[config.mk]
export PLATFORM = sky130hd
export DESIGN_NAME = dmem_arbiter_flat
export DESIGN_NICKNAME = d
export VERILOG_FILES = /design/src/rtl/dmem_arbiter_if.sv /design/src/rtl/dmem_arbiter.sv /design/src/flat_wrapper.sv
export SDC_FILE = /design/constraint.sdc
export NUM_CORES = 1
export LEC_CHECK = 0
export ABC_AREA = 1
export CORE_AREA = 2 2 116 118
export DETAILED_ROUTE_END_ITERATION = 16
export DIE_AREA = 0 0 118 120
export PLACE_DENSITY = 0.67
export SLEW_MARGIN = 20
export SYNTH_ARGS = -nofsm -noshare
export SYNTH_HDL_FRONTEND = slang
export SYNTH_SLANG_ARGS = --single-unit
[constraint.sdc]
create_clock -name clk -period 2.3 [get_ports clk]
set_input_delay 0.345 -clock clk [delete_from_list [all_inputs] [get_ports clk]]
set_output_delay 0.345 -clock clk [all_outputs]
set_load 0.005 [all_outputs]
[src/rtl/dmem_arbiter_if.sv]
// Shared Data_Memory port bundle: core LSU side, external master side and the memory itself.
// The arbiter takes the slave view; whoever hosts the requesters and the RAM takes the master view.
interface dmem_arbiter_if #(
    parameter int WIDTH = 32
);
    // Core LSU
    logic             core_req;
    logic             core_we;
    logic [WIDTH-1:0] core_addr;
    logic [WIDTH-1:0] core_wdata;
    logic [WIDTH-1:0] core_rdata;
    logic             core_stall;

    // External master (DMA / debug loader)
    logic             dma_req;
    logic             dma_we;
    logic [WIDTH-1:0] dma_addr;
    logic [WIDTH-1:0] dma_wdata;
    logic             dma_gnt;
    logic [WIDTH-1:0] dma_rdata;
    logic             dma_rvalid;

    // Data_Memory port
    logic [WIDTH-1:0] mem_A;
    logic [WIDTH-1:0] mem_in_Data;
    logic             mem_WE;
    logic [WIDTH-1:0] mem_o_Data;

    modport slave (
        input  core_req, core_we, core_addr, core_wdata,
        output core_rdata, core_stall,
        input  dma_req, dma_we, dma_addr, dma_wdata,
        output dma_gnt, dma_rdata, dma_rvalid,
        output mem_A, mem_in_Data, mem_WE,
        input  mem_o_Data
    );

    modport master (
        output core_req, core_we, core_addr, core_wdata,
        input  core_rdata, core_stall,
        output dma_req, dma_we, dma_addr, dma_wdata,
        input  dma_gnt, dma_rdata, dma_rvalid,
        input  mem_A, mem_in_Data, mem_WE,
        output mem_o_Data
    );
endinterface

[src/rtl/dmem_arbiter.sv]
// Arbitrates the single Data_Memory port between the core LSU (default priority) and an external
// master that is forced a slot after MAX_WAIT consecutive losses. Macro DMEM_ARB_STATS_EN adds counters.
module dmem_arbiter #(
    parameter int WIDTH    = 32,
    parameter int MAX_WAIT = 3
) (
    input  logic          clk,
    input  logic          rst,
    dmem_arbiter_if.slave bus
`ifdef DMEM_ARB_STATS_EN
    ,
    output logic [31:0]   stall_cnt,
    output logic [31:0]   dma_xfer_cnt
`endif
);
    localparam int CNT_W = $clog2(MAX_WAIT + 1);

    typedef enum logic [1:0] {
        OWN_NONE,
        OWN_CORE,
        OWN_DMA
    } owner_t;

    owner_t           owner;
    logic [CNT_W-1:0] waitCnt;
    logic             waitSat;
    logic             dmaGnt;
    logic             dmaRead;
    logic             coreStall;
    logic             rvalidQ;
    logic [WIDTH-1:0] rdataQ;

    assign waitSat = (waitCnt == CNT_W'(MAX_WAIT));

    // NOTE: every always_comb output gets a default before any branch, so no path can infer a latch.
    always_comb begin
        owner = OWN_NONE;
        if (!rst) begin
            if (bus.dma_req && (!bus.core_req || waitSat)) begin
                owner = OWN_DMA;
            end else if (bus.core_req) begin
                owner = OWN_CORE;
            end
        end
    end

    assign dmaGnt    = (owner == OWN_DMA);
    assign dmaRead   = dmaGnt && !bus.dma_we;
    assign coreStall = bus.core_req && dmaGnt;

    // Port mux: the owner's write enable only, so a stalled or resetting core never writes.
    assign bus.mem_A       = dmaGnt ? bus.dma_addr  : bus.core_addr;
    assign bus.mem_in_Data = dmaGnt ? bus.dma_wdata : bus.core_wdata;
    assign bus.mem_WE      = dmaGnt ? bus.dma_we    : ((owner == OWN_CORE) && bus.core_we);

    assign bus.core_rdata = bus.mem_o_Data;
    assign bus.core_stall = coreStall;
    assign bus.dma_gnt    = dmaGnt;
    assign bus.dma_rdata  = rdataQ;
    assign bus.dma_rvalid = rvalidQ;

    // NOTE: sequential state uses non-blocking assignments so every register samples pre-edge values.
    always_ff @(posedge clk) begin
        if (rst) begin
            waitCnt <= '0;
            rvalidQ <= 1'b0;
            rdataQ  <= '0;
        end else begin
            // The streak only counts consecutive losses; a grant or a dropped request restarts it.
            if (!bus.dma_req || dmaGnt) begin
                waitCnt <= '0;
            end else if (!waitSat) begin
                waitCnt <= waitCnt + CNT_W'(1);
            end

            rvalidQ <= dmaRead;
            if (dmaRead) begin
                rdataQ <= bus.mem_o_Data;
            end
        end
    end

`ifdef DMEM_ARB_STATS_EN
    always_ff @(posedge clk) begin
        if (rst) begin
            stall_cnt    <= '0;
            dma_xfer_cnt <= '0;
        end else begin
            if (coreStall) begin
                stall_cnt <= stall_cnt + 32'd1;
            end
            if (dmaGnt) begin
                dma_xfer_cnt <= dma_xfer_cnt + 32'd1;
            end
        end
    end
`endif

endmodule

[src/flat_wrapper.sv]
// flat-port wrapper written by rule: the top's interface ports become plain ports
module dmem_arbiter_flat 
#(
    parameter int WIDTH    = 32,
    parameter int MAX_WAIT = 3
)
  (clk, rst, bus_core_req, bus_core_we, bus_core_addr, bus_core_wdata, bus_core_rdata, bus_core_stall, bus_dma_req, bus_dma_we, bus_dma_addr, bus_dma_wdata, bus_dma_gnt, bus_dma_rdata, bus_dma_rvalid, bus_mem_A, bus_mem_in_Data, bus_mem_WE, bus_mem_o_Data);
  dmem_arbiter_if #(.WIDTH(WIDTH)) bus_i ();
  input  logic clk;
  input  logic rst;
  input wire logic [$bits(bus_i.core_req)-1:0] bus_core_req;
  input wire logic [$bits(bus_i.core_we)-1:0] bus_core_we;
  input wire logic [$bits(bus_i.core_addr)-1:0] bus_core_addr;
  input wire logic [$bits(bus_i.core_wdata)-1:0] bus_core_wdata;
  output wire logic [$bits(bus_i.core_rdata)-1:0] bus_core_rdata;
  output wire logic [$bits(bus_i.core_stall)-1:0] bus_core_stall;
  input wire logic [$bits(bus_i.dma_req)-1:0] bus_dma_req;
  input wire logic [$bits(bus_i.dma_we)-1:0] bus_dma_we;
  input wire logic [$bits(bus_i.dma_addr)-1:0] bus_dma_addr;
  input wire logic [$bits(bus_i.dma_wdata)-1:0] bus_dma_wdata;
  output wire logic [$bits(bus_i.dma_gnt)-1:0] bus_dma_gnt;
  output wire logic [$bits(bus_i.dma_rdata)-1:0] bus_dma_rdata;
  output wire logic [$bits(bus_i.dma_rvalid)-1:0] bus_dma_rvalid;
  output wire logic [$bits(bus_i.mem_A)-1:0] bus_mem_A;
  output wire logic [$bits(bus_i.mem_in_Data)-1:0] bus_mem_in_Data;
  output wire logic [$bits(bus_i.mem_WE)-1:0] bus_mem_WE;
  input wire logic [$bits(bus_i.mem_o_Data)-1:0] bus_mem_o_Data;
  assign bus_i.core_req = bus_core_req;
  assign bus_i.core_we = bus_core_we;
  assign bus_i.core_addr = bus_core_addr;
  assign bus_i.core_wdata = bus_core_wdata;
  assign bus_core_rdata = bus_i.core_rdata;
  assign bus_core_stall = bus_i.core_stall;
  assign bus_i.dma_req = bus_dma_req;
  assign bus_i.dma_we = bus_dma_we;
  assign bus_i.dma_addr = bus_dma_addr;
  assign bus_i.dma_wdata = bus_dma_wdata;
  assign bus_dma_gnt = bus_i.dma_gnt;
  assign bus_dma_rdata = bus_i.dma_rdata;
  assign bus_dma_rvalid = bus_i.dma_rvalid;
  assign bus_mem_A = bus_i.mem_A;
  assign bus_mem_in_Data = bus_i.mem_in_Data;
  assign bus_mem_WE = bus_i.mem_WE;
  assign bus_i.mem_o_Data = bus_mem_o_Data;
  dmem_arbiter #(.WIDTH(WIDTH), .MAX_WAIT(MAX_WAIT)) u_core (.clk(clk), .rst(rst), .bus(bus_i));
endmodule
==> flow_summary.ini <==
[status]
status = finished clean

[floorplanning]
dieArea_mm2 = 0.0142
io_pins = 298
die_y_um = 120
die_x_um = 118
start_util_pct = 22.0
core_mm2 = 0.0130
rows = 42

[synthesis]
ys_types = 19
yosys.area.top_type = nand2_1
synth_most_common_cell = nand2_1
syn_avg_cell_area_um2 = 5.36
yosysWarningCount = 0
yosysSeqAreaShare_pct = 24.5
synthArstFlopShare_pct = 0
syn-num-nets = 700
synth_edf_count = 0
synth-seq-cells = 35
netlist.area_leader.share_pct = 34.2
synth.area.top_cells = nand2_1, dfxtp_1, inv_1
ys.flop_type = dfxtp_1
synthTopCellsByCount = nand2_1, inv_1, buf_4
netlist_instances = 533
synth_area_mm2 = 0.00286

[global_route]
grt_antenna_before_repair = 0
grt_pass1_wl_um = 19300
grt_overflow = 0
grt_start_max_net_pins = 35
groute.usage.overall_pct = 16.9
grt_pass1_vias = 3591

[setup_path]
r2r_setup_slack_ns = 0.57
cpPeakStageDelay_ns = 0.32
arrival_ns = 1.87
cpMostUsedCell = nand2_1
critPathCaptureType = primary output
cp_slowest_cell = dfxtp_2
cp.required_ns = 1.96
cp_max_fo = 6
worstSetupStartpointType = flop
crit_chain = ha_2 -> inv_2 -> nand2_4 -> nand2_8 -> inv_8 -> buf_4 -> bufbuf_16 -> nand2_1 -> nand2_1 -> dlygate4sd2_1
critPathKind = reg -> out

[power]
intPower_mw = 1.67
switchingPower_mw = 0.575
pwr-share-clk_pct = 34.3
netSwitchingFraction_pct = 25.6
power_density_mw_per_mm2 = 365
seqPwrFrac_pct = 28.5
combPwrFrac_pct = 37.2
peakVddDrop_mv = 0.325
power_leakage_nw = 3.11

[cts]
clockRootBuffer = clkbuf_16
htree_levels = 2
cts_tree = built
cts_made_buffers = 5
clkTransAtPathRegs_ns = 0.06
clockBufferDepth = 2
hold_buffers = 0
clk_latency_ns = 0.28
cts_sinks = 35

[finish]
multi_input_area_mm2 = 0.00139
synthToLayoutAreaGrowth_pct = 115
layout-drive-gt1-share_pct = 5.13
diodes = 0
fin_cells = 975
regArea_um2 = 703
fillers = 1352
num-nets-final = 965

[sta]
worstMarginPinSlew_ns = 0.392
slew_violations = 0
fin_ws_ns = 0.0859
relSlewSlack_pct = 73.8
hold_viol = 0
fin_crit_sh_pct = 96.3
min_period_ns = 2.21
skew_ns = 0.00457
fmax_mhz = 452
setup_viol = 0

[detailed_routing]
wl_um = 12800
post-route-drc-count = 0
drtIter0Drc = 139
vias = 3908
avgViaCountPerCell = 4.01
dr.pass1.iters = 4
ant_nets = 0
routedWlPerCell_um = 13.2

[placed_design]
dp.cells = 957
gp_congestion = 0.811
dpl.hpwl_um = 9580
port_buffers = 297
dpl_worst_slack_ns = -0.161

[job]
maxCapViolations = 0

[min_path]
min_path_type = reg -> reg
area by class of cell:
cell class | count | share of cell area, %
clock buffer | 5 | 2.04
clock inverter | 3 | 0.712
inverter | 103 | 6.41
multi-input combinational | 334 | 22.6
sequential | 35 | 11.4
tap | 176 | 3.58
timing repair buffer | 319 | 53.2
final timing paths:
check | endpoint | cells past startpoint | from
setup / recovery | bus_mem_A[8] | 10 | u_core.waitCnt[0]$_SDFFE_PP0N_
hold / removal | u_core.waitCnt[0]$_SDFFE_PP0N_ | 1 | u_core.waitCnt[0]$_SDFFE_PP0N_
setup reg to reg | u_core.bus.dma_rdata[13]$_SDFFE_PP0P_ | 10 | u_core.waitCnt[0]$_SDFFE_PP0N_
hold reg to reg | u_core.waitCnt[0]$_SDFFE_PP0N_ | 1 | u_core.waitCnt[0]$_SDFFE_PP0N_
registers in the layout, indices dropped and copies added, names as in the netlist:
signal	cells
u_core.bus.dma_rvalid	1
u_core.waitCnt	2
u_core.bus.dma_rdata	32
placed cells by master (no fill, tap or decap):
master           Yosys  routed
dfxtp_2              0       2
dlymetal6s2s_1       0       3
inv_8                0       1
buf_16               0       1
bufbuf_16            0       4
buf_12               0       6
clkdlybuf4s15_1      0       4
buf_8                0       1
o21ai_0              1       1
dfxtp_1             35      33
nor2_4               1       1
a21oi_1              1       1
nand2_8              0       1
clkdlybuf4s15_2      0       1
nand3_1              1       1
inv_2                2       2
nand2_4              0       1
nand4_1             33      33
clkinv_2             0       1
nand2_1            260     260
inv_1              100      99
clkdlybuf4s50_1      0     228
clkinv_1             1       1
nand3_2              1       1
nor2_1              33      33
clkbuf_16            0       5
buf_4               39      10
bufinv_16            0       1
dlygate4sd2_1        0      61
clkinv_4             0       1
ha_2                 0       1
metal layers:
metal  part of all wire [%]  GRT usage (%)  up-vias
met4                    1.1           3.16        0
met2                     49           29.1      170
met1                     42           21.1     1685
met3                    8.0           4.85       12
met5                      0              0        -
li1                       -              -     2041
critical path, delay by kind of cell, from the launching register on:
family	cells	cell delay [ns]
buffers and inverters	5	0.79
DFF	1	0.32
and+or+nand+nor	4	0.28
adders and majority gates	1	0.19
power groups by stage:
stage / clock network (mW) / logic [mW] / registers (mW)
after global placement: 0 / 0.851 / 0.650
after CTS: 0.796 / 0.838 / 0.638
final: 0.769 / 0.835 / 0.638
after global routing: 0.828 / 0.905 / 0.640
after floorplan: 0 / 0.271 / 0.653
after detailed placement: 0 / 0.847 / 0.651
kinds of logic after synthesis:
family          synth area share (%)
flops                           24.5
compound gates                 0.350
simple gates                    47.1
buf+inv                         27.6
fa+ha+maj                      0.438
metrics by stage:
stage	setup TNS (ns)	area (um2)	power [mW]	utilization, %	hold slack [ns]
floorplan	0	2860	0.924	-	0.398
global placement	-6.84	5760	1.50	44.4	0.415
detailed placement	-6.79	5760	1.50	44.4	0.417
CTS	-0.0427	6120	2.27	47.1	0.404
global route	-0.0165	6150	2.37	47.4	0.423
finish	0	6150	2.24	47.4	0.408
what timing repair did:
action | in CTS | in global routing
resized for setup | 82 | 9
gates cloned | 5 | 0
setup buffers | 4 | 1
endpoints found under the setup margin | 66 | 32
pin swaps | 1 | 1
Power figures use the tool's default switching activity.
